$ cat src/rtl/stopwatch_core.sv
// rtl/stopwatch_core.sv - SS.CC BCD stopwatch with start/pause, lap freeze, clear
// and a scanned 4-digit seven-segment driver.
module stopwatch_core #(
   parameter int SEC_TENS_MAX = 5,
   parameter int DP_DIGIT     = 2
) (
   input  logic        clk_in,
   input  logic        rst,
   input  logic        tick_100hz,
   input  logic [1:0]  scan_sel,
   input  logic        btn_start_stop,
   input  logic        btn_lap_clr,
   output logic        running,
   output logic [15:0] disp_bcd,
   output logic        wrap_pulse,
   output logic [3:0]  ssd_ctl,
   output logic [7:0]  ssd_out
);

   localparam logic [3:0] ST_MAX = SEC_TENS_MAX[3:0];
   localparam logic [1:0] DP_SEL = DP_DIGIT[1:0];

   typedef enum logic [1:0] {
      S_IDLE  = 2'd0,
      S_RUN   = 2'd1,
      S_LAP   = 2'd2,
      S_PAUSE = 2'd3
   } state_t;

   state_t      state_q, state_d;
   logic        lap_capture;
   logic        clear_cnt;

   logic        tick_d;
   logic        tick_en;
   logic        count_en;

   logic [3:0]  cs_o, cs_t, s_o, s_t;
   logic [3:0]  cs_o_n, cs_t_n, s_o_n, s_t_n;
   logic        wrap_n;
   logic [15:0] lap_reg;
   logic [3:0]  digit;

   // Both edges of the divider line are 10 ms apart.
   assign tick_en  = tick_100hz ^ tick_d;
   assign running  = (state_q == S_RUN) || (state_q == S_LAP);
   assign count_en = tick_en && running;

   always_ff @(posedge clk_in or posedge rst) begin
      if (rst) begin
         state_q <= S_IDLE;
      end else begin
         state_q <= state_d;
      end
   end

   // Start has priority over lap when both pulse together.
   always_comb begin
      state_d     = state_q;
      lap_capture = 1'b0;
      clear_cnt   = 1'b0;
      case (state_q)
         S_IDLE: begin
            if (btn_start_stop) state_d = S_RUN;
         end
         S_RUN: begin
            if (btn_start_stop) begin
               state_d = S_PAUSE;
            end else if (btn_lap_clr) begin
               state_d     = S_LAP;
               lap_capture = 1'b1;
            end
         end
         S_LAP: begin
            if (btn_start_stop) begin
               state_d = S_PAUSE;
            end else if (btn_lap_clr) begin
               state_d = S_RUN;
            end
         end
         S_PAUSE: begin
            if (btn_start_stop) begin
               state_d = S_RUN;
            end else if (btn_lap_clr) begin
               state_d   = S_IDLE;
               clear_cnt = 1'b1;
            end
         end
         default: state_d = S_IDLE;
      endcase
   end

   always_comb begin
      cs_o_n = cs_o;
      cs_t_n = cs_t;
      s_o_n  = s_o;
      s_t_n  = s_t;
      wrap_n = 1'b0;
      if (clear_cnt) begin
         cs_o_n = 4'd0;
         cs_t_n = 4'd0;
         s_o_n  = 4'd0;
         s_t_n  = 4'd0;
      end else if (count_en) begin
         if (cs_o == 4'd9) begin
            cs_o_n = 4'd0;
            if (cs_t == 4'd9) begin
               cs_t_n = 4'd0;
               if (s_o == 4'd9) begin
                  s_o_n = 4'd0;
                  if (s_t == ST_MAX) begin
                     s_t_n  = 4'd0;
                     wrap_n = 1'b1;
                  end else begin
                     s_t_n = s_t + 4'd1;
                  end
               end else begin
                  s_o_n = s_o + 4'd1;
               end
            end else begin
               cs_t_n = cs_t + 4'd1;
            end
         end else begin
            cs_o_n = cs_o + 4'd1;
         end
      end
   end

   always_ff @(posedge clk_in or posedge rst) begin
      if (rst) begin
         tick_d     <= 1'b0;
         cs_o       <= 4'd0;
         cs_t       <= 4'd0;
         s_o        <= 4'd0;
         s_t        <= 4'd0;
         wrap_pulse <= 1'b0;
         lap_reg    <= 16'h0000;
         disp_bcd   <= 16'h0000;
      end else begin
         tick_d     <= tick_100hz;
         cs_o       <= cs_o_n;
         cs_t       <= cs_t_n;
         s_o        <= s_o_n;
         s_t        <= s_t_n;
         wrap_pulse <= wrap_n;
         if (lap_capture) begin
            lap_reg <= {s_t, s_o, cs_t, cs_o};
         end
         disp_bcd <= (state_q == S_LAP) ? lap_reg : {s_t, s_o, cs_t, cs_o};
      end
   end

   function automatic logic [6:0] seg7(input logic [3:0] d);
      case (d)
         4'd0:    seg7 = 7'b0000001;
         4'd1:    seg7 = 7'b1001111;
         4'd2:    seg7 = 7'b0010010;
         4'd3:    seg7 = 7'b0000110;
         4'd4:    seg7 = 7'b1001100;
         4'd5:    seg7 = 7'b0100100;
         4'd6:    seg7 = 7'b0100000;
         4'd7:    seg7 = 7'b0001111;
         4'd8:    seg7 = 7'b0000000;
         4'd9:    seg7 = 7'b0000100;
         default: seg7 = 7'b1111111;
      endcase
   endfunction

   always_comb begin
      digit = 4'd0;
      case (scan_sel)
         2'd0:    digit = disp_bcd[3:0];
         2'd1:    digit = disp_bcd[7:4];
         2'd2:    digit = disp_bcd[11:8];
         2'd3:    digit = disp_bcd[15:12];
         default: digit = 4'd0;
      endcase
   end

   always_ff @(posedge clk_in or posedge rst) begin
      if (rst) begin
         ssd_ctl <= 4'b1111;
         ssd_out <= 8'hFF;
      end else begin
         ssd_ctl <= ~(4'b0001 << scan_sel);
         ssd_out <= {seg7(digit), (scan_sel != DP_SEL)};
      end
   end

endmodule

$ cat config.mk
export PLATFORM = sky130hd
export DESIGN_NAME = stopwatch_core
export DESIGN_NICKNAME = d
export VERILOG_FILES = /design/src/rtl/stopwatch_core.sv
export SDC_FILE = /design/constraint.sdc
export NUM_CORES = 1
export LEC_CHECK = 0
export CAP_MARGIN = 25
export CORE_MARGIN = 2
export CORE_UTILIZATION = 40
export CTS_CLUSTER_DIAMETER = 120
export DETAILED_ROUTE_END_ITERATION = 10
export PLACE_DENSITY_LB_ADDON = 0.25
export SYNTH_ARGS = -nofsm -noshare
export SYNTH_HDL_FRONTEND = slang
export SYNTH_SLANG_ARGS = --single-unit
$ cat constraint.sdc
create_clock -name clk_in -period 6.3 [get_ports clk_in]
set_clock_uncertainty 0.1 [all_clocks]
set_input_delay 1.26 -clock clk_in [delete_from_list [all_inputs] [get_ports clk_in]]
set_output_delay 1.26 -clock clk_in [all_outputs]
set_load 0.01 [all_outputs]
* After elaboration in Yosys (flattened, before gate mapping)
Memories as Yosys holds them, arrays and structs flattened. A register that Yosys moved wholly into a read port is not among the register bits.
Cells that the tools add are included.
** Storage, ports and cells
- Flip-flop bits (word level) :: 64
- Memory bits (read-only) :: 112
- Bits of input ports :: 7
- Memories kept :: 1
** Cells by class
- Add/subtract/negate cells :: 4
- Equality and inequality tests :: 15
- Shift-type cells :: 1
- Mux-type cells :: 38
- Bitwise gates (word level) :: 2
- Reduce and logical (&&, ||, !) cells :: 12
** Memories
- (no name shown) :: words 16, bits a word 7, read ports 1, clocked after Yosys merged registers in 1, wr ports 0, line 154 : case (d)
** Operators with widths (count)
- 2-to-1 mux 4 bit :: 18
- adder 4 x 1 -> 4 bit, second input constant :: 4
- 2-to-1 mux 16 bit :: 1
- case mux 4 bit (4 select lines) :: 1
- 2-to-1 mux 2 bit :: 7
- == test 4 bit, second input constant :: 3
- 2-to-1 mux 1 bit :: 10
- inequality test 3 bit, second input constant :: 3
- == test 2 bit, second input constant :: 4
- case mux 2 bit (4 select lines) :: 1
- AND reduction 4 bit :: 2
- nonzero test 2 bit :: 4
- == test 2 x 1 -> 1 bit, second input constant :: 2
- == test 4 x 3 -> 1 bit, second input constant :: 1
- zero test 2 bit :: 2
- inequality test 2 bit, second input constant :: 2
- inverter 4 bit :: 1
- left shift 1 x 2 -> 4 bit, first input constant :: 1
- AND reduction 3 bit :: 1
- AND reduction 2 bit :: 1
- logical AND 1 bit :: 1
- logical OR 1 bit :: 1
- bitwise XOR 1 bit :: 1

* Longest topological paths before layout
Gate-level depths: netlist (run 1).
- Depth in word-level cells :: 7
- Gate-level depth with buffers :: 8

* Worst setup path before layout (run 1)
Ideal clock, no wire load.
- Path kind :: input to register
- Start point :: in scan_sel[0]
- End point :: reg ssd_out[6]
- Library setup time :: 67 ps
- Data arrival time :: 2571 ps
- Data required time :: 6133 ps
- Path slack :: 3562 ps
- Stages :: 6
- Cell sequence :: buf_2 mux4_2 inv_1 ha_1 nor2b_1 nor2_1
** Between the ends
- Longest elaborated chain between the ends :: 2
- Elaborated cells on any way between the ends :: 5
- Classes of those cells :: eq/ne: 3; mux: 1; reduce/logical: 1
** RTL lines
- start, declared :: line 10 : input logic [1:0] scan_sel,
- == test 2 bit (tied with other cells) :: line 171 : case (scan_sel)
- case mux 4 bit (4 select lines) (*) :: line 171
- end, declared :: line 17 : output logic [7:0] ssd_out
Mark *: on every way between the ends. The rest lies on a longest branch, timed or not.
A chain may end at the register's enable or synchronous reset.

* Worst setup path in the final report (run 1)
- Start point :: reg state_q[1]
- End point :: out running
** Between the ends
- Longest elaborated chain between the ends :: 2
- Elaborated cells on any way between the ends :: 3
- Classes of those cells :: eq/ne: 2; reduce/logical: 1
** RTL lines
- start, declared :: line 30 : state_t state_q, state_d;
- start signal, assigned :: line 53 : state_q <= state_d;
- == test 2 x 1 -> 1 bit or == test 2 bit (tied branches) :: line 46 : assign running = (state_q == S_RUN) || (state_q == S_LAP);
- logical OR 1 bit (*) :: line 46
- end, declared :: line 13 : output logic running,
Marked as above.

==> results of run 1 <==
[how the worst max path moves through the flow]
stage / end / slack (ps) / depth (start not counted)
6_report: running / 3050 / 3
5_1_grt: running / 2970 / 3
4_1_cts: running / 3030 / 3
3_5_place_dp: s_t[3] / 2900 / 5
3_3_place_gp: ssd_out[6] / 2950 / 6
2_1_floorplan: cs_o[0] / 3390 / 1
[cell families (layout without fill, tap and decap cells)]
| kind of cell | after synthesis | after routing | synth area share (%) |
|---|---|---|---|
| buf+inv | 28 | 68 | 3.80 |
| fa+ha+maj | 17 | 17 | 7.02 |
| mux | 35 | 35 | 14.2 |
| xor+xnor | 4 | 4 | 1.40 |
| simple gates | 69 | 69 | 12.3 |
| flops | 63 | 63 | 52.5 |
| compound gates | 44 | 44 | 8.83 |
[metrics by stage]
stage,worst slack [ps],hold slack (ps),cell area (sq um)
finish,3050,384,3730
global placement,2950,362,3460
detailed placement,2900,371,3460
CTS,3030,387,3730
floorplan,3390,350,3030
global route,2970,404,3730
[cell type report]
| class | instances | area [sq um] |
|---|---|---|
| Sequential cell | 63 | 1590 |
| Clock buffer | 11 | 141 |
| Tap cell | 99 | 124 |
| Timing Repair Buffer | 37 | 368 |
| Multi-Input combinational cell | 169 | 1330 |
| Clock inverter | 5 | 129 |
| Fill cell | 667 | 3560 |
| Inverter | 15 | 56.3 |
[metal layers]
metal	GRT usage (%)	wire length (um)	vias up
li1	-	-	981
met4	6.57	105	0
met3	3.07	253	10
met2	24.9	2720	52
met5	0	0	-
met1	21.6	2810	1012
[critical path, delay by kind of cell, from the launching register on]
family / cells / cell delay (ps)
flip-flops: 1 / 400
adder cells (fa/ha/maj): 1 / 460
buffers and inverters: 2 / 690
[where the power goes]
group / switching [mW] / total [mW] / internal [mW]
logic: 0.172 / 0.347 / 0.175
registers: 0.0536 / 0.533 / 0.480
clock network: 0.160 / 0.475 / 0.315
total: 0.386 / 1.36 / 0.969
[cell usage after synthesis (2+ instances only)]
library cell,number,area [sq um]
o31ai_1,3,22.5
a22oi_1,2,15.0
nand2_1,21,78.8
o21ai_0,15,75.1
nand3_1,4,20.0
nor4_1,3,18.8
buf_2,5,25.0
dfstp_2,11,289
or3_1,4,25.0
nor2b_1,4,25.0
inv_1,15,56.3
o21a_1,2,15.0
ha_1,17,213
mux4_2,4,90.1
or4b_1,2,20.0
nor2_1,12,45.0
xnor2_1,2,17.5
mux2i_1,6,60.1
mux2_2,25,282
or4_1,3,22.5
a21oi_1,14,70.1
dfrtp_1,52,1300
nand2b_1,4,25.0
and3b_1,3,26.3
clkbuf_1,6,22.5
==> run_results.csv, run 1 <==
group,metric,value,unit
detailed_routing,via_count,2055,
clock_network,cts_max_path_buffers,2,
timing,fin_crit_sh,51.6,%
placed_design,hpwl,4.06,mm
cells_and_area,area_growth,23.2,%
cells_and_area,final_cells,399,
clock_network,hold_buffers,0,
yosys,syn_nets,284,
yosys,synthArstFlopShare,100,%
die,pin_count,37,
clock_network,cts_tree,"built",
die,dieArea,8290,sq um
timing,slew_headroom,41.6,%
power,total_leakage_power,1.70,nW
timing,hold_viol,0,
setup_path,ff2ff_path_depth,6,
global_routing,grt_pass1_vias,2123,
clock_network,cts_sinks,63,
power,power_density,363,nW/um^2
clock_network,cts-resized-gates,0,
setup_path,critPathLaunchType,"flop",
yosys,synth-main-ff-cell,"dfrtp_1",
detailed_routing,route.antenna.remaining_nets,0,
global_routing,antenna_found_initial,0,
run,max-cap-violations,0,
die,die_x,91.1,um
detailed_routing,first_pass_iters,4,
setup_path,worstPathCellList,"inv_1 -> ha_1 -> clkdlybuf4s50_1",
timing,fin_crit,3250,ps
setup_path,required,4940,ps
clock_network,cts_setup_buffers,0,
setup_path,reg2reg_setup_slack,4000,ps
clock_network,clock_latency,340,ps
timing,rsz0062_at_grt,"false",
detailed_routing,wl_per_cell,14.7,um
die,die_h,91.1,um
detailed_routing,wirelength,5.88,mm
timing,fmax,0.308,GHz
die,core-area,7290,sq um
timing,worstMarginPinSlew,876,ps
global_routing,grt-ovfl-total,0,
setup_path,r2r_end,"s_t[3]",
cells_and_area,final_cell_mix,"dfrtp_1, clkdlybuf4s50_1, mux2_2, nand2_1, ha_1",
setup_path,crit_type,"flop to output port",
timing,totalNegativeSetupSlack,0,ps
cells_and_area,final_common_cell,"dfrtp_1",
cells_and_area,nets,319,
worst_hold_path,whs_endpoint,"lap_reg[9]",
setup_path,worstPathArrival,1890,ps
outcome,status,"finished, final reports clean",
yosys,synth_seq_cells,63,
cells_and_area,diodes,0,
yosys,synth_cells,260,
yosys,yosys_warnings,0,
placed_design,post-place-cells,383,
worst_hold_path,whs_path_depth,2,
yosys,yosysUniqueCellTypes,46,
clock_network,cts_buffers,9,
timing,finalMaxSlewViolations,0,
setup_path,crit_fanout,8,
timing,setup_viol,0,
placed_design,port_buffers,36,
yosys,synth_edf_count,0,
setup_path,max_stage_delay,590,ps
global_routing,grt_max_degree,64,
yosys,synth_area,3030,sq um
clock_network,htreeDepth,3,
cells_and_area,drive_gt1_share,21.0,%
worst_hold_path,worstHoldStart,"lap_reg[9]",
placed_design,gp_congestion,0.838,
die,initial_core_util,41.6,%
worst_hold_path,hold_class,"flop to flop",
die,fp-row-count,31,
detailed_routing,drc_errors,0,
global_routing,grtUsageTotal,15.9,%
setup_path,crit_path_start,"state_q[1]",
clock_network,clock-root-buffer,"clkbuf_8",
detailed_routing,viasPerCell,5.15,
clock_network,clkTransAtPathRegs,70,ps
power,p_total,1.36,mW
setup_path,cp-end-kind,"output port",
detailed_routing,first_iter_violations,70,
setup_path,r2r-start,"cs_o[1]",
power,vdd_ir_drop_max,149,uV
cells_and_area,fin_util,51.2,%
setup_path,crit_path_top_delay_cell,"clkdlybuf4s50_1",
yosys,synth-seq-area-share,52.5,%
yosys,synth_area_per_cell,11.7,sq um
global_routing,grt_pass1_wl,10.5,mm
Power figures use the tool's default switching activity.
==> run 2: changes to the inputs <==
==> constraint.sdc (replaced) <==
create_clock -name clk_in -period 3.2 [get_ports clk_in]
set_clock_uncertainty 0.1 [all_clocks]
set_input_delay 0.64 -clock clk_in [delete_from_list [all_inputs] [get_ports clk_in]]
set_output_delay 0.64 -clock clk_in [all_outputs]
set_load 0.01 [all_outputs]
==> run_results.csv, run 2 (same netlist as run 1, synthesis figures left out) <==
group,metric,value,unit
clock_network,cts_buffers,9,
power,total_leakage_power,1.69,nW
die,die_h,91.1,um
clock_network,hold_buffers,0,
setup_path,worstPathArrival,1890,ps
timing,finalMaxSlewViolations,0,
detailed_routing,wl_per_cell,14.8,um
outcome,status,"finished, final reports clean",
setup_path,critPathLaunchType,"flop",
die,dieArea,8290,sq um
detailed_routing,via_count,2030,
cells_and_area,drive_gt1_share,22.1,%
setup_path,required,2460,ps
timing,worstMarginPinSlew,801,ps
power,p_total,2.51,mW
timing,rsz0062_at_grt,"false",
timing,fmax,0.380,GHz
cells_and_area,nets,322,
die,initial_core_util,41.6,%
placed_design,hpwl,4.16,mm
global_routing,grt-ovfl-total,0,
timing,hold_viol,0,
detailed_routing,drc_errors,0,
placed_design,gp_congestion,0.799,
global_routing,grt_pass1_wl,10.1,mm
global_routing,grt_max_degree,31,
setup_path,reg2reg_setup_slack,890,ps
timing,totalNegativeSetupSlack,0,ps
timing,fin_crit_sh,82.2,%
setup_path,crit_path_top_delay_cell,"clkdlybuf4s50_1",
clock_network,cts-resized-gates,0,
cells_and_area,area_growth,22.3,%
timing,setup_viol,0,
cells_and_area,final_common_cell,"dfrtp_1",
timing,slew_headroom,46.4,%
detailed_routing,route.antenna.remaining_nets,0,
clock_network,cts_tree,"built",
setup_path,max_stage_delay,590,ps
run,max-cap-violations,0,
clock_network,clkTransAtPathRegs,70,ps
setup_path,cp-end-kind,"output port",
cells_and_area,fin_util,50.9,%
cells_and_area,multi_input_area,1330,sq um
clock_network,cts_max_path_buffers,2,
detailed_routing,first_pass_iters,4,
die,core-area,7290,sq um
clock_network,clock-root-buffer,"clkbuf_8",
cells_and_area,final_cell_mix,"dfrtp_1, clkdlybuf4s50_1, mux2_2, nand2_1, ha_1",
detailed_routing,wirelength,5.94,mm
cells_and_area,diodes,0,
clock_network,cts_sinks,63,
power,vdd_ir_drop_max,401,uV
global_routing,antenna_found_initial,0,
worst_hold_path,hold_class,"flop to flop",
global_routing,grtUsageTotal,15.6,%
setup_path,worstPathCellList,"inv_1 -> ha_1 -> clkdlybuf4s50_1",
detailed_routing,viasPerCell,5.05,
die,die_x,91.1,um
cells_and_area,final_cell_area,3710,sq um
cells_and_area,fillers,699,
placed_design,place_area,3490,sq um
detailed_routing,first_iter_violations,77,
clock_network,htreeDepth,3,
die,fp-row-count,31,
clock_network,cts_setup_buffers,0,
power,power_density,676,nW/um^2
placed_design,port_buffers,36,
timing,fin_crit,2630,ps
clock_network,clock_latency,340,ps
timing,holdWs,383,ps
setup_path,crit_type,"flop to output port",
global_routing,grt_pass1_vias,1977,
setup_path,crit_fanout,8,
die,pin_count,37,
cells_and_area,seq_area,1590,sq um
## run 2: changes by cell type in the layout (fill, tap and decap cells not counted), sizes merged
cell / before / now
clkbuf: 11 / 9
clkinv: 1 / 3
bufinv: 4 / 2
buf: 1 / 4
clkinvlp: 0 / 2
## run 2: critical path: cells and delay by family (launching register included)
family     cells  cell delay (ps)
buf+inv        2              700
fa+ha+maj      1              470
flops          1              380
## run 2: final timing paths
check                           start      endpoint  depth (start not counted)
max                        state_q[0]       running                          3
min                        lap_reg[5]    lap_reg[5]                          2
max reg2reg                   cs_o[1]        s_t[3]                          6
min reg2reg                lap_reg[5]    lap_reg[5]                          2
max in group asynchronous         rst  disp_bcd[13]                          3
min in group asynchronous         rst   disp_bcd[0]                          2
## run 2: final cells by class
class / count / share of cell area (%)
multi-input cells: 169 / 35.8
repair buffers: 40 / 10.5
inverters: 15 / 1.52
flip-flops and latches: 63 / 42.9
well taps: 99 / 3.34
clock buffers: 9 / 3.34
clock inverters: 7 / 2.63
## run 2: metrics by stage
stage / cells / setup WS [ps]
2_1_floorplan: 260 / 908
3_3_place_gp: 386 / 446
3_5_place_dp: 386 / 405
4_1_cts: 402 / 534
5_1_grt: 402 / 462
6_report: 402 / 571
## run 2: power by group
group          switching (mW)  internal [mW]  leakage, nW  total, mW
sequential              0.106          0.944        0.822       1.05
clock                   0.324          0.439        0.105      0.763
combinational           0.344          0.349        0.760      0.693
total                   0.774           1.73         1.69       2.51
## run 2: layer usage
| layer | share of wire (%) | routed length [um] | track usage (%) | up-vias |
|---|---|---|---|---|
| met5 | 0 | 0 | 0 | - |
| li1 | - | - | - | 983 |
| met1 | 48 | 2830 | 21.3 | 983 |
| met4 | 2.6 | 152 | 8.84 | 0 |
| met2 | 45 | 2660 | 22.7 | 52 |
| met3 | 5.0 | 295 | 3.82 | 12 |
==> run 3: changes to the inputs <==
==> constraint.sdc (replaced) <==
create_clock -name clk_in -period 2.45 [get_ports clk_in]
set_clock_uncertainty 0.1 [all_clocks]
set_input_delay 0.49 -clock clk_in [delete_from_list [all_inputs] [get_ports clk_in]]
set_output_delay 0.49 -clock clk_in [all_outputs]
set_load 0.01 [all_outputs]
==> run_results.csv, run 3 (same netlist as run 1, synthesis figures left out) <==
group,metric,value,unit
timing,rsz0062_at_grt,"false",
run,max-cap-violations,0,
die,dieArea,8290,sq um
global_routing,groute.layer.met3.usage,4.98,%
setup_path,cp-end-kind,"output port",
outcome,status,"finished, final reports clean",
cells_and_area,nets,328,
worst_hold_path,hold_class,"flop to flop",
timing,finalMaxSlewViolations,0,
detailed_routing,route.antenna.remaining_nets,0,
clock_network,cts_buffers,9,
timing,slew_headroom,68.1,%
timing,fin_crit,2320,ps
global_routing,grt_max_degree,43,
die,fp-row-count,31,
placed_design,dpl_worst_slack,4.39,ps
clock_network,cts_tree,"built",
setup_path,required,1860,ps
detailed_routing,drc_errors,0,
die,die_x,91.1,um
global_routing,grt_pass1_vias,2059,
clock_network,clock-root-buffer,"clkbuf_8",
detailed_routing,wirelength,5.84,mm
timing,setup_viol,0,
timing,fmax,0.431,GHz
global_routing,use_met2,24.4,%
worst_hold_path,worstHoldStart,"lap_reg[13]",
detailed_routing,viasPerCell,5.03,
global_routing,grt-busiest-layer,"met2",
setup_path,r2r_end,"s_t[3]",
placed_design,place_area,3540,sq um
cells_and_area,final_common_cell,"dfrtp_1",
global_routing,grt_pass1_wl,10.3,mm
die,die_h,91.1,um
cells_and_area,final_cell_mix,"dfrtp_1, clkdlybuf4s50_1, mux2_2, nand2_1, ha_1",
cells_and_area,final_cells,408,
timing,hold_viol,0,
clock_network,clkTransAtPathRegs,70,ps
detailed_routing,wl_per_cell,14.3,um
die,core-area,7290,sq um
timing,totalNegativeSetupSlack,0,ps
worst_hold_path,whs_path_depth,2,
setup_path,crit_fanout,8,
setup_path,worstPathArrival,1730,ps
setup_path,r2r-start,"cs_o[1]",
global_routing,use_met1,20.4,%
clock_network,cts_sinks,63,
detailed_routing,first_pass_iters,6,
power,vdd_ir_drop_max,767,uV
power,power_density,875,nW/um^2
clock_network,clock_latency,330,ps
setup_path,reg2reg_setup_slack,310,ps
global_routing,grtUsageTotal,15.3,%
detailed_routing,first_iter_violations,128,
placed_design,gp_congestion,0.842,
cells_and_area,drive_gt1_share,23.9,%
power,p_total,3.31,mW
clock_network,htreeDepth,3,
power,total_leakage_power,1.72,nW
timing,finalWorstSetupSlack,130,ps
setup_path,crit_type,"flop to output port",
placed_design,hpwl,4.19,mm
placed_design,port_buffers,36,
global_routing,grt-ovfl-total,0,
clock_network,cts_setup_buffers,0,
die,initial_core_util,41.6,%
detailed_routing,via_count,2052,
cells_and_area,area_growth,24.9,%
setup_path,critPathLaunchType,"flop",
global_routing,antenna_found_initial,0,
cells_and_area,diodes,0,
die,pin_count,37,
setup_path,ff2ff_path_depth,6,
cells_and_area,final_cell_area,3790,sq um
timing,fin_crit_sh,94.7,%
worst_hold_path,whs_endpoint,"disp_bcd[13]",
timing,worstMarginPinSlew,478,ps
clock_network,cts_max_path_buffers,2,
placed_design,post-place-cells,392,
[run 3: changes by cell type in the layout (fill, tap and decap cells not counted)]
cell,change
nand4_2,-1
ha_4,+1
nand4_4,+1
buf_12,+1
ha_1,-1
buf_4,+5
[run 3: critical path, stage by stage (launching register included)]
cell and delay, ps:
dfrtp_1 380, inv_1 120, ha_4 350, clkdlybuf4s50_1 550
[run 3: how the worst max path moves through the flow]
stage / to / from / cells past startpoint
finish: running / state_q[0] / 3
global route: running / state_q[1] / 3
CTS: running / state_q[0] / 3
detailed placement: ssd_out[6] / scan_sel[0] / 6
global placement: ssd_out[2] / scan_sel[0] / 6
floorplan: cs_o[0] / rst / 1
[run 3: metrics by stage]
stage                     hold WS [ps]  utilization, %
after global routing               404            51.9
after global placement             363            48.6
after detailed placement           370            48.6
after CTS                          378            51.7
final                              377            51.9
after floorplan                    350               -
[run 3: power by group]
group | internal, mW | leakage [nW] | total, mW | switching [mW]
Combinational | 0.493 | 0.788 | 0.952 | 0.459
Clock | 0.574 | 0.105 | 0.989 | 0.415
Sequential | 1.23 | 0.822 | 1.37 | 0.139
Total | 2.30 | 1.72 | 3.31 | 1.01
[run 3: final cells by class]
class                           count  area, sq um
Fill cell                         681         3500
Timing Repair Buffer               46          448
Clock inverter                      7         97.6
Sequential cell                    63         1590
Inverter                           15         56.3
Multi-Input combinational cell    169         1350
Tap cell                           99          124
Clock buffer                        9          124
[run 3: repair_timing]
action                                 CTS  global route
resized for setup                        1             2
setup endpoints to repair                1             2
hold buffers                             0             0
endpoints found under the hold margin    0             0
[run 3: per-layer routing]
metal	wire [um]	up-vias
met4	74	0
met1	2810	988
met2	2630	63
met3	323	6
met5	0	-
li1	-	995
